$ cat config.mk
export PLATFORM = sky130hd
export DESIGN_NAME = sum_acc
export DESIGN_NICKNAME = d
export VERILOG_FILES = /design/src/rtl/sum_acc_pkg.sv /design/src/rtl/sum_sat.sv /design/src/rtl/sum_acc.sv
export SDC_FILE = /design/constraint.sdc
export NUM_CORES = 1
export LEC_CHECK = 0
export ABC_CLOCK_PERIOD_IN_PS = 7400
export BUFFER_PORTS_ARGS = -buffer_cell sky130_fd_sc_hd__buf_2
export CAP_MARGIN = 10
export CORE_UTILIZATION = 55
export CTS_CLUSTER_DIAMETER = 120
export CTS_CLUSTER_SIZE = 12
export DETAILED_ROUTE_END_ITERATION = 7
export PLACE_DENSITY = 0.78
export SLEW_MARGIN = 0
export SYNTH_ARGS = -nofsm -noshare
export SYNTH_HDL_FRONTEND = slang
export SYNTH_SLANG_ARGS = --single-unit
$ cat constraint.sdc
create_clock -name clk -period 7.4 [get_ports clk]
set_input_delay 0.74 -clock clk [delete_from_list [all_inputs] [get_ports clk]]
set_output_delay 0.74 -clock clk [all_outputs]
set_load 0.01 [all_outputs]
$ cat src/rtl/sum_acc_pkg.sv
// Shared definitions for the sum_acc block accumulator.
//   DATA_W   : width of the sample and result paths
//   state_e  : block state (IDLE / ACC / HOLD)
//   SAT_MAX / SAT_MIN : 32-bit saturation limits used when SUM_ACC_SAT_EN is defined
package sum_acc_pkg;

  localparam int DATA_W = 32;

  typedef enum logic [1:0] {
    IDLE = 2'd0,
    ACC  = 2'd1,
    HOLD = 2'd2
  } state_e;

  localparam logic [DATA_W-1:0] SAT_MAX = 32'h7FFF_FFFF;
  localparam logic [DATA_W-1:0] SAT_MIN = 32'h8000_0000;

endpackage

$ cat src/rtl/sum_sat.sv
// Combinational clamp of a signed ACC_W-bit accumulator to a signed 32-bit result.
// Only instantiated by sum_acc when SUM_ACC_SAT_EN is defined.
// Ports:
//   acc  (in,  ACC_W)  signed accumulator value
//   data (out, 32)     acc clamped to [-2^31, 2^31-1]
//   clip (out, 1)      1 when the clamp changed the value
module sum_sat
  import sum_acc_pkg::*;
#(
  parameter int ACC_W = 48
) (
  input  logic [ACC_W-1:0]  acc,
  output logic [DATA_W-1:0] data,
  output logic              clip
);

  // The value fits in 32 bits exactly when every bit from bit 31 upward equals the sign.
  logic [ACC_W-DATA_W:0] upper_s;
  logic                  fits_s;

  assign upper_s = acc[ACC_W-1:DATA_W-1];
  assign fits_s  = (&upper_s) | ~(|upper_s);

  // Pick pass-through or the limit matching the accumulator sign.
  always_comb begin
    data = acc[DATA_W-1:0];
    clip = 1'b0;
    if (fits_s) begin
      data = acc[DATA_W-1:0];
      clip = 1'b0;
    end else if (acc[ACC_W-1]) begin
      data = SAT_MIN;
      clip = 1'b1;
    end else begin
      data = SAT_MAX;
      clip = 1'b1;
    end
  end

endmodule

$ cat src/rtl/sum_acc.sv
// sum_acc: sums LEN signed 32-bit samples into one 32-bit block result.
// Optional feature macro: SUM_ACC_SAT_EN (saturate result and report ovf);
// without it the result is the low 32 bits of the sum and ovf is always 0.
// Ports:
//   clk, rst (async active-high), clr (sync block clear)
//   in_data/in_valid/in_ready    : sample input handshake
//   out_data/out_valid/out_ready : block result handshake (held while stalled)
//   ovf                          : sticky saturation flag, cleared by rst or clr
module sum_acc
  import sum_acc_pkg::*;
#(
  parameter int LEN   = 8,
  parameter int ACC_W = 48
) (
  input  logic              clk,
  input  logic              rst,
  input  logic              clr,
  input  logic [DATA_W-1:0] in_data,
  input  logic              in_valid,
  output logic              in_ready,
  output logic [DATA_W-1:0] out_data,
  output logic              out_valid,
  input  logic              out_ready,
  output logic              ovf
);

  localparam int CNT_W = $clog2(LEN + 1);

  state_e            state_q, state_d;
  logic [ACC_W-1:0]  acc_q, acc_d;
  logic [CNT_W-1:0]  cnt_q, cnt_d;
  logic [DATA_W-1:0] out_data_q, out_data_d;
  logic              out_valid_q, out_valid_d;
  logic              ovf_q, ovf_d;

  logic              ready_s;
  logic              accept_s;
  logic              last_s;
  logic [ACC_W-1:0]  acc_sum_s;
  logic [DATA_W-1:0] red_data_s;
  logic              clip_s;

  assign ready_s   = (state_q != HOLD);
  assign accept_s  = in_valid & ready_s;
  assign last_s    = (cnt_q == CNT_W'(LEN - 1));
  assign acc_sum_s = acc_q + {{(ACC_W-DATA_W){in_data[DATA_W-1]}}, in_data};

  // The reduction is taken from the updated sum so the result is ready on HOLD entry.
`ifdef SUM_ACC_SAT_EN
  sum_sat #(
    .ACC_W (ACC_W)
  ) u_sum_sat (
    .acc  (acc_sum_s),
    .data (red_data_s),
    .clip (clip_s)
  );
`else
  assign red_data_s = acc_sum_s[DATA_W-1:0];
  assign clip_s     = 1'b0;
`endif

  // Next-state and datapath update; clr wins over any accept or output handshake.
  always_comb begin
    state_d     = state_q;
    acc_d       = acc_q;
    cnt_d       = cnt_q;
    out_data_d  = out_data_q;
    out_valid_d = out_valid_q;
    ovf_d       = ovf_q;
    if (clr) begin
      state_d     = IDLE;
      acc_d       = {ACC_W{1'b0}};
      cnt_d       = {CNT_W{1'b0}};
      out_data_d  = {DATA_W{1'b0}};
      out_valid_d = 1'b0;
      ovf_d       = 1'b0;
    end else begin
      case (state_q)
        IDLE, ACC: begin
          if (accept_s) begin
            acc_d = acc_sum_s;
            cnt_d = cnt_q + CNT_W'(1);
            if (last_s) begin
              state_d     = HOLD;
              out_valid_d = 1'b1;
              out_data_d  = red_data_s;
              ovf_d       = ovf_q | clip_s;
            end else begin
              state_d = ACC;
            end
          end else begin
            state_d = state_q;
          end
        end
        HOLD: begin
          if (out_ready) begin
            state_d     = IDLE;
            acc_d       = {ACC_W{1'b0}};
            cnt_d       = {CNT_W{1'b0}};
            out_valid_d = 1'b0;
          end else begin
            state_d = HOLD;
          end
        end
        default: begin
          state_d     = IDLE;
          acc_d       = {ACC_W{1'b0}};
          cnt_d       = {CNT_W{1'b0}};
          out_valid_d = 1'b0;
        end
      endcase
    end
  end

  // State and output registers with asynchronous reset.
  always_ff @(posedge clk or posedge rst) begin
    if (rst) begin
      state_q     <= IDLE;
      acc_q       <= {ACC_W{1'b0}};
      cnt_q       <= {CNT_W{1'b0}};
      out_data_q  <= {DATA_W{1'b0}};
      out_valid_q <= 1'b0;
      ovf_q       <= 1'b0;
    end else begin
      state_q     <= state_d;
      acc_q       <= acc_d;
      cnt_q       <= cnt_d;
      out_data_q  <= out_data_d;
      out_valid_q <= out_valid_d;
      ovf_q       <= ovf_d;
    end
  end

  // in_ready is gated by rst so nothing looks acceptable while reset is held.
  assign in_ready  = ready_s & ~rst;
  assign out_data  = out_data_q;
  assign out_valid = out_valid_q;
  assign ovf       = ovf_q;

endmodule
Word-level counts from Yosys, hierarchy flattened

Index checks and enable logic that the tools add are counted.

Flip-flop bits (word level): 87
Input bits: 37
Output and inout bits: 35
Word-level logic and storage cells: 47

$add $sub $neg: 2
Equality and inequality tests: 7
Muxes and demuxes: 22
Bitwise gates (word level): 3
Reduce and logical (&&, ||, !) cells: 8

Operators by type and width:

| cell                                                | number |
|---|---|
| two-way mux 48 bit                                  | 3 |
| two-way mux 32 bit                                  | 4 |
| one-hot mux 48 bit (2 select lines)                 | 1 |
| adder 48 bit                                        | 1 |
| two-way mux 4 bit                                   | 3 |
| inequality test 3 bit, second input constant        | 3 |
| two-way mux 2 bit                                   | 4 |
| one-hot mux 4 bit (2 select lines)                  | 1 |
| AND reduction 3 bit                                 | 2 |
| nonzero test 2 bit                                  | 3 |
| adder 4 x 1 -> 4 bit, second input constant         | 1 |
| equality test 4 x 3 -> 1 bit, second input constant | 1 |
| two-way mux 1 bit                                   | 4 |
| one-hot mux 2 bit (2 select lines)                  | 1 |
| bitwise AND 1 bit                                   | 2 |
| equality test 2 x 1 -> 1 bit, second input constant | 1 |
| equality test 2 bit, second input constant          | 1 |
| logical NOT 2 bit                                   | 1 |
| inequality test 2 bit, second input constant        | 1 |
| one-hot mux 1 bit (2 select lines)                  | 1 |
| AND reduction 2 bit                                 | 1 |
| OR reduction 2 bit                                  | 1 |
| inverter 1 bit                                      | 1 |

Depth between registers and ports, before layout

Gate-level depths: netlist of the first run.

Depth in word-level cells: 5
Gate-level depth with buffers: 11
Gate-level depth less buffers: 11

Worst setup path before layout of the first run

Ideal clock, no wire load.

Path kind: input -> register
Start: in in_data[0]
End: reg acc_q[26]
Library setup time: 135 ps
Arrival: 2824 ps
Required time: 7265 ps
Path slack: 4442 ps
Stages on the path: 11
Path buffers: 0
Cells stage by stage: ha_1 -> inv_1 -> fa_1 -> nor2b_4 -> o31a_1 -> o31a_1 -> a21o_1 -> o311a_4 -> a41oi_2 -> xor2_1 -> o31ai_1

Longest elaborated chain between the ends: 4

RTL lines:

| what                                | line           | text |
|---|---|---|
| from (decl)                         | sum_acc.sv:18  | `input logic [DATA_W-1:0] in_data,` |
| adder 48 bit                        | sum_acc.sv:46  | `assign acc_sum_s = acc_q + {{(ACC_W-DATA_W){in_data[DATA_W-1]}}, in_data};` |
| two-way mux 48 bit                  | sum_acc.sv:80  | `if (accept_s) begin` |
| one-hot mux 48 bit (2 select lines) | sum_acc.sv:78  | `case (state_q)` |
| two-way mux 48 bit                  | sum_acc.sv:70  | `if (clr) begin` |
| to (signal assigned)                | sum_acc.sv:119 | `acc_q <= {ACC_W{1'b0}};` |
| to (decl)                           | sum_acc.sv:30  | `logic [ACC_W-1:0] acc_q, acc_d;` |

Every way passes these cells. The select of a mux whose other input is x is not followed.
A chain may end at the register's enable or synchronous reset.

Worst setup path after layout of the first run

Same ends and word-level chain as after synthesis.

==> results of run 1 <==
==> logic make-up (layout without fill, tap and decap cells) <==
group	Yosys count	after routing	synth area share, %
AOI/OAI and AO/OA	172	172	28.0
and+or+nand+nor	126	126	13.2
DFF	71	71	39.7
buffers and inverters	38	101	3.55
adders and majority gates	33	33	9.40
xor gates and xnor gates	27	27	5.60
muxes	2	2	0.476
other	1	1	0.0839
==> metrics by stage <==
stage / power [mW] / cells / worst slack [ps] / hold WS, ps
floorplan: 1.22 / 470 / 4440 / 453
global placement: 1.39 / 619 / 4210 / 473
detailed placement: 1.40 / 619 / 4140 / 480
CTS: 1.77 / 635 / 4510 / 499
global route: 1.90 / 635 / 4270 / 519
finish: 1.78 / 635 / 4490 / 493
==> worst register-to-register path: cells and delay by family, from the launching register on <==
kind | cells | cell delay, ps
AO/OA/AOI/OAI | 6 | 1480
adder cells (fa/ha/maj) | 2 | 460
flip-flops | 1 | 390
XOR/XNOR | 1 | 210
buffers and inverters | 1 | 70
AND/OR/NAND/NOR | 1 | 60
==> final cells by class <==
type	count	area, µm²	area share, %
inverter	10	37.5	0.737
multi-input combinational	361	2540	49.9
tap	102	128	2.51
sequential	71	1780	34.9
clock inverter	6	93.8	1.84
timing repair buffer	75	388	7.61
clock buffer	10	128	2.51
==> where the power goes <==
group / internal (mW) / switching [mW] / total, mW
combinational: 0.369 / 0.536 / 0.905
clock: 0.192 / 0.165 / 0.357
sequential: 0.463 / 0.0507 / 0.514
==> worst max-delay path by stage <==
stage	startpoint	end	slack, ps	cells after the start
6_report	in_data[0]	acc_q[26]	4490	12
4_1_cts	in_data[0]	acc_q[26]	4510	12
3_3_place_gp	in_data[0]	acc_q[26]	4210	12
2_1_floorplan	in_data[0]	acc_q[26]	4440	11
5_1_grt	in_data[3]	out_data[29]	4270	10
3_5_place_dp	in_data[0]	acc_q[26]	4140	12
==> flip-flops by register name, summed over array words and instances, names as in the netlist <==
register and count:
acc_q 32, out_data 32, out_valid 1, cnt_q 4
state_q 2
==> metal layers <==
layer  GRT usage [%]  vias up  part of all wire (%)
met5               0        -                     0
met4            11.6        0                   2.9
met3            4.98       32                   4.8
met2            43.8      126                    46
met1            38.2     1883                    46
li1                -     1850                     -
==> placed cells by master (no fill, tap or decap), drive strengths merged, types with 7 or more instances in the layout <==
| cell | n |
|---|---|
| o21a | 7 |
| a22o | 49 |
| nor2 | 29 |
| a21oi | 37 |
| nand2 | 48 |
| inv | 11 |
| a21o | 11 |
| o31ai | 7 |
| dfrtp | 71 |
| clkbuf | 10 |
| nand4 | 8 |
| nand3 | 9 |
| o21ai | 33 |
| ha | 32 |
| xnor2 | 20 |
| buf | 75 |
| nor3 | 8 |
==> run metrics, run 1 <==
library cells used by synthesis 55; Clk pin slew, worst setup/hold paths ~80 ps; Remaining DRCs 0; Seq/Total Area, Yosys around two fifths; DP Wirelength 8110 µm; crit-path cells buf_2 -> ha_1 -> inv_1 -> fa_1 -> nor2b_4 -> o31a_1 -> o31a_1 -> a21o_1 -> o311a_4 -> a41oi_2 -> xor2_1 -> o31ai_1; cell at the slowest stage of the critical path o311a_4; Crit. End Element register; worst-margin pin slew between 800 and 900 ps; Crit path arrival time ~3100 ps; vias in the first global route 3753; Setup CP Type in2reg; clock sink count slightly above 70; max-slew violation count 0; Row Count 32; Avg Cell Area, Syn roughly 9.5 µm²; register bit total from synthesis 71; die height ~92 µm; clk buf depth 2; Synth Cell Area between 0.004 and 0.005 mm²; clock root cell clkbuf_8; CTS resizes 0; asr flop ratio synth 100%; gr usage total between 20 and 30%; Yosys top cell area share between 30% and 40%; synth warn 0; Syn-to-layout area delta 13.9%; r2r startpoint acc_q[0]; Pleak between 2 and 3 nW; min-delay src acc_q[0]; Primary FF master, synth dfrtp_1; Post-synth EDFFs 0; Worst Skew roughly 20 ps; CTS buffer count 9; area leader, netlist dfrtp_1; FMAX ~340 MHz; number of buffers and inverters on the critical path 2; # fillers 664; Layout Utilization roughly 65%; drt pass-1 iters 5; Crit path max-delay family compound AO/OA/AOI/OAI gates; first-pass GRT wire length about 19000 µm; routed vias about 3900; grt ovf 0; maximum vdd drop 0.162 mV; max-cap violation count 0; CTS Hold Bufs 0; Core ar. slightly below 0.008 mm²; power density cells roughly 350 mW/mm²; CP Max Fanout 5; initial drt markers 233; initial antenna violation count 0; Placed Area just under 0.005 mm²; Final setup viols 0; I/O Buffers 70; # Post-CTS Setup Buffers 0; r2r setup slk around 4600 ps; Routed WL between 10000 and 15000 µm; share of cells above drive strength 1 about a fifth; antenna-violating nets left 0; Synth Net Count 540; Initial Util a little under three fifths; class of the worst hold path reg2reg; post-layout net count about 600; routed vias/inst between 6 and 7; CTS tree yes; largest cells by area after synthesis dfrtp_1 (40%), a22o_1 (9.6%), ha_1 (9.0%); Mapped Cells 470; drt wl/cell 17.4 µm; Synth top cells by count dfrtp_1 (71), a22o_1 (49), nand2_1 (48); Period minus WS final roughly 2900 ps; Top cell by count, worst path o31a_1; pin count of the biggest net entering global routing 72; RSZ-0062 raised after global routing no; startpoint types primary input; Slew Limit Headroom between 40% and 50%; gpl congestion between 0.9 and 1; FF-to-FF End acc_q[26]; die area 0.00849 mm²; final instance area slightly above 0.005 mm²; Final Hold Viols 0; IO Pins between 70 and 80; cell with the most instances after synthesis dfrtp_1; crit share post-route 39.3%; clk_lat worst skew roughly 370 ps; CP required approximately 7600 ps; H-tree Lvls 3; status complete, no violations; Final TNS setup 0 ps; worst r2r path cells 11; worst hold path depth 2; antenna cells 0; worst hold endpoint acc_q[0]; die width between 90 and 100 µm; slowest stage delay, CP 390 ps
Note: power is estimated with default switching activity, not from simulation.
==> inputs of run 2 (changes only) <==
ABC_CLOCK_PERIOD_IN_PS = 2900   (was 7400)
clock period = 2.9 ns   (was 7.4 ns; I/O delays follow)
==> run 2 against run 1 <==
Sequential cell count is the same. Clock-buffer cell count stayed put. Via count is 2.1% higher. Final cell count grew 1.7%.
==> run metrics, run 2 (synthesis gave the netlist of run 1 again) <==
FF-to-FF End acc_q[26]; crit share post-route between 90% and 100%; die area 0.00849 mm² (unchanged); routed vias 3974 (+2.1%); first-pass GRT wire length 18500 µm (-0.33%); # fillers 639 (-3.8%); max-slew violation count 0 (unchanged); clock root cell clkbuf_8; status complete, no violations; power density cells 900 mW/mm² (+160%); gr usage total 27.8% (-0.14 points); Remaining DRCs 0 (unchanged); Layout Utilization 67.2% (+2.0 points); initial drt markers 202 (-13%); r2r startpoint acc_q[0]; die height 92.2 µm (unchanged); commonest non-fill, non-tap cell in the layout dfrtp_1; Setup crit start acc_q[0]; CP Max Fanout 5 (unchanged); r2r setup slk 100 ps (-4490 ps); Syn-to-layout area delta 17.4%; drt pass-1 iters 5 (unchanged); share of cells above drive strength 1 23.2% (+3.1 points); commonest cells after routing, fill and taps aside dfrtp_1 (71), buf_2 (70), a22o_1 (49); initial antenna violation count 0 (unchanged); drt wl/cell 17.5 µm (+0.56%); DP Wirelength 8280 µm (+2.1%); Crit. End Element register; clock sink count 71 (unchanged); Crit path arrival time 3010 ps (-120 ps); pin count of the biggest net entering global routing 45 (-38%); post-layout net count 610 (+2.0%); IO Pins 72 (unchanged); class of the worst hold path in2reg; Final setup viols 0 (unchanged); Core ar. 0.00781 mm² (unchanged); I/O Buffers 70 (unchanged); Final Hold Viols 0 (unchanged); H-tree Lvls 3 (unchanged); worst r2r path cells 11 (unchanged); vias in the first global route 3923 (+4.5%); FMAX about 360 MHz; max-cap violation count 0 (unchanged); Row Count 32 (unchanged); CTS tree yes; startpoint types register; CP required 3120 ps (-4500 ps); Worst Skew 14.9 ps (-5.48 ps); gpl congestion 0.974 (+2.0%); grt ovf 0 (unchanged); Setup CP Type reg2reg; routed vias/inst 6.15 (+0.39%); Pleak 2.62 nW (+3.0%); antenna-violating nets left 0 (unchanged); Tot Pwr 4.72 mW (+170%); clk_lat worst skew 360 ps (about the same); Period minus WS final 2800 ps; Slew Limit Headroom 35.7% (-5.2 points); Initial Util 57.3% (unchanged); CTS buffer count 9 (unchanged); die width 92.2 µm (unchanged); RSZ-0062 raised after global routing yes; CP endpoint acc_q[26]; worst-margin pin slew 961 ps (+74.9 ps); Routed WL 11300 µm (+2.3%); antenna cells 0 (unchanged); Clk pin slew, worst setup/hold paths 80 ps (about the same); clk buf depth 2 (unchanged); maximum vdd drop 0.426 mV (+160%)
## run 2: stage by stage
stage	TNS (ps)	instance area [µm²]	std cells	setup slack, ps	hold slack [ps]
floorplan	0	4470	470	328	353
global placement	0	4930	627	159	326
detailed placement	0	4930	627	56.7	345
CTS	0	5190	643	50.8	154
global route	-6.12	5250	646	-6.12	170
finish	0	5250	646	103	159
## run 2: how the worst min path moves through the flow
stage | startpoint | endpoint | slack (ps) | cells past startpoint
2_1_floorplan | clr | state_q[1] | 350 | 1
3_3_place_gp | rst | out_data[31] | 330 | 2
3_5_place_dp | rst | out_data[31] | 340 | 2
4_1_cts | in_valid | state_q[0] | 150 | 2
5_1_grt | in_valid | state_q[0] | 170 | 2
6_report | in_valid | state_q[0] | 160 | 2
## run 2: timing repair
item / CTS / global route
setup buffers: 0 / 3
setup endpoints to repair: 0 / 10
endpoints found under the hold margin: 19 / 0
gates resized for setup: 0 / 9
hold buffers: 1 / 0
## run 2: power breakdown
part	total, mW	switching, mW	internal [mW]
combinational	2.42	1.40	1.02
sequential	1.31	0.126	1.18
clock	0.994	0.402	0.592
## run 2: routing by layer
layer / track usage (%) / vias up / part of all wire, % / routed length [µm]
li1: - / 1865 / - / -
met5: 0 / - / 0 / 0
met1: 36.8 / 1948 / 45 / 5100
met4: 11.3 / 0 / 2.2 / 245
met2: 45.0 / 135 / 47 / 5380
met3: 5.06 / 26 / 5.3 / 597
## run 2: critical path, cell delays in order, from the launching register on
cell and delay (ps):
dfrtp_1 390, ha_2 200, inv_2 70, fa_2 230, nor2b_4 50, o31a_1 310
o31a_1 380, a21o_1 240, o311a_4 350, a41oi_2 150, xor2_1 210, o31ai_1 90
## run 2: area by class of cell
| type | instances | area, µm² | area share (%) |
|---|---|---|---|
| Multi-Input combinational cell | 361 | 2580 | 49.2 |
| Sequential cell | 71 | 1780 | 33.9 |
| Timing Repair Buffer | 87 | 480 | 9.16 |
| Clock buffer | 10 | 138 | 2.62 |
| Tap cell | 102 | 128 | 2.43 |
| Clock inverter | 5 | 106 | 2.03 |
| Inverter | 10 | 37.5 | 0.715 |
==> inputs of run 3 (changes only) <==
CORE_UTILIZATION = 45   (was 55)
PLACE_DENSITY = 0.66   (was 0.78)
==> run 3 against run 2 <==
Sequential cell count is the same. Clock power shrank 9.5%. Combinational power shrank 2%. Critical path depth is the same. Clock skew shrank 6.0 ps. Worst setup slack gained 48 ps. Global-route usage shrank 4.6 points. Non-clock buffer count shrank 4.
==> run metrics, run 3 (synthesis gave the netlist of run 1 again) <==
I/O Buffers 70 (unchanged); antenna cells 0 (unchanged); grt ovf 0 (unchanged); net switching power 1.90 mW (-1.8%); pin count of the biggest net entering global routing 72 (+60%); CP required 3150 ps (+30 ps); CTS buffer count 9 (unchanged); number of buffers and inverters on the critical path 1 (unchanged); worst r2r path cells 11 (unchanged); RSZ-0062 raised after global routing no; CTS tree yes; clk_lat worst skew 370 ps (about the same); Worst Skew 8.90 ps (-6.00 ps); startpoint types register; power density cells 875 mW/mm² (-2.7%); clock root cell clkbuf_8; class of the worst hold path in2reg; drt wl/cell 16.4 µm (-6.4%); Crit path max-delay family compound AO/OA/AOI/OAI gates; crit-path cells ha_2 -> inv_2 -> fa_2 -> nor2b_4 -> o31a_1 -> o31a_1 -> a21o_1 -> o311a_4 -> o221ai_4 -> xnor2_2 -> a22o_1; Initial Util 46.2% (-11 points); Setup CP Type reg2reg; drt pass-1 iters 6 (+1); switching fraction of total power 41.4% (+0.52 points); die width 102 µm (+10%); routed vias 3843 (-3.3%); Crit. End Element register; worst hold endpoint state_q[0]; Layout Utilization 54.0% (-13 points); post-layout net count 606 (-0.66%); slowest stage delay, CP 390 ps (about the same); max-slew violation count 0 (unchanged); r2r startpoint acc_q[0]; Sequential Power Share 28.5% (+0.8 points); gpl congestion 0.960 (-1.4%); clk buf depth 2 (unchanged); share of cells above drive strength 1 22.6% (-0.61 points); IO Pins 72 (unchanged); min-delay src in_valid; FMAX 364 MHz (+1.7%); r2r setup slk 150 ps (+50 ps); Clock Power Share 19.7% (-1.4 points); Row Count 36 (+13%); routed vias/inst 5.70 (-7.3%); Core ar. 0.00968 mm² (+24%); status complete, no violations; gr usage total 23.3% (-4.6 points); Final setup viols 0 (unchanged); maximum vdd drop 0.339 mV (-21%); CTS Hold Bufs 0 (-1); crit share post-route 94.8% (-1.7 points); Final TNS setup 0 ps (unchanged); worst-margin pin slew 896 ps (-64.2 ps); Pint 2.68 mW (-3.9%); Pleak 2.59 nW (-1.1%); Inst Count DP 656 (+4.6%); Syn-to-layout area delta 17.0%; die area 0.0103 mm² (+22%); Clk pin slew, worst setup/hold paths 80 ps (about the same); antenna-violating nets left 0 (unchanged); Remaining DRCs 0 (unchanged); Routed WL 11100 µm (-2.3%); clock sink count 71 (unchanged); max-cap violation count 0 (unchanged); initial antenna violation count 0 (unchanged); Top cell by count, worst path o31a_1; Period minus WS final 2750 ps (-48.0 ps); commonest non-fill, non-tap cell in the layout dfrtp_1; H-tree Lvls 3 (unchanged); Comb pwr share 51.9% (+0.6 points); Crit path arrival time 3000 ps (about the same); DP Wirelength 8370 µm (+1.1%); commonest cells after routing, fill and taps aside dfrtp_1 (71), buf_2 (70), a22o_1 (49); die height 102 µm (+10%); CP Max Fanout 5 (unchanged); cell at the slowest stage of the critical path dfrtp_1; initial drt markers 163 (-19%); # fillers 900 (+41%); first-pass GRT wire length 18400 µm (-0.56%); worst hold path depth 2 (unchanged); FF-to-FF End acc_q[30]; Slew Limit Headroom 40.2% (+4.5 points); final non-filler cell total 674 (+4.3%); vias in the first global route 3829 (-2.4%); Hold WS 137 ps (-21.7 ps); Final Hold Viols 0 (unchanged)
run 3: cell count changes in the layout (fill, tap and decap cells not counted):
cell	previous run	this run
clkbuf_1	0	1
dlygate4sd3_1	1	0
nor2_2	3	2
buf_4	16	13
bufinv_16	3	2
clkinv_2	0	1
nor2_1	26	27
run 3: worst max path at each step:
stage | start | to | slack, ps | cells past startpoint
final | acc_q[0] | acc_q[30] | 150 | 11
after global routing | acc_q[0] | out_data[26] | 20 | 11
after CTS | acc_q[0] | acc_q[26] | 100 | 11
after detailed placement | in_data[0] | acc_q[26] | 70 | 12
after global placement | in_data[0] | out_data[26] | 160 | 12
after floorplan | acc_q[0] | acc_q[26] | 330 | 11
run 3: area by class of cell:
class / instances / area, µm² / share of cell area [%]
well taps: 133 / 166 / 3.18
inverters: 10 / 37.5 / 0.718
multi-input cells: 361 / 2580 / 49.3
clock inverters: 5 / 81.3 / 1.56
flip-flops and latches: 71 / 1780 / 34.0
repair buffers: 83 / 448 / 8.56
clock buffers: 11 / 141 / 2.70
run 3: per-layer routing:
layer | global-route usage, % | vias to the layer above | part of all wire, %
li1 | - | 1866 | -
met1 | 30.3 | 1860 | 46
met2 | 37.9 | 100 | 47
met3 | 3.86 | 17 | 4.8
met4 | 10.7 | 0 | 2.3
met5 | 0 | - | 0
run 3: worst reg2reg max path: cells and delay by family, from the launching register on:
family	cells	cell delay, ps
buffers and inverters	1	70
and+or+nand+nor	1	50
AOI/OAI and AO/OA	6	1600
adders and majority gates	2	440
xor gates and xnor gates	1	90
DFF	1	390
run 3: stage by stage:
step	setup slack (ps)	cell area [µm²]	power [mW]
floorplan	328	4470	3.11
global placement	163	4960	3.59
detailed placement	72.1	4960	3.62
CTS	96.2	5180	4.54
global route	16.0	5230	4.93
finish	151	5230	4.58
run 3: repair_timing:
| item | in CTS | in global routing |
|---|---|---|
| buffers inserted | 0 | 2 |
| resized for setup | 0 | 8 |
| setup endpoints to repair | 0 | 8 |
run 3: power by group through the flow:
stage | logic (mW) | clock network [mW] | registers (mW)
floorplan | 1.83 | 0 | 1.28
global placement | 2.27 | 0 | 1.32
detailed placement | 2.30 | 0 | 1.32
CTS | 2.32 | 0.917 | 1.31
global route | 2.64 | 0.951 | 1.33
finish | 2.37 | 0.900 | 1.30
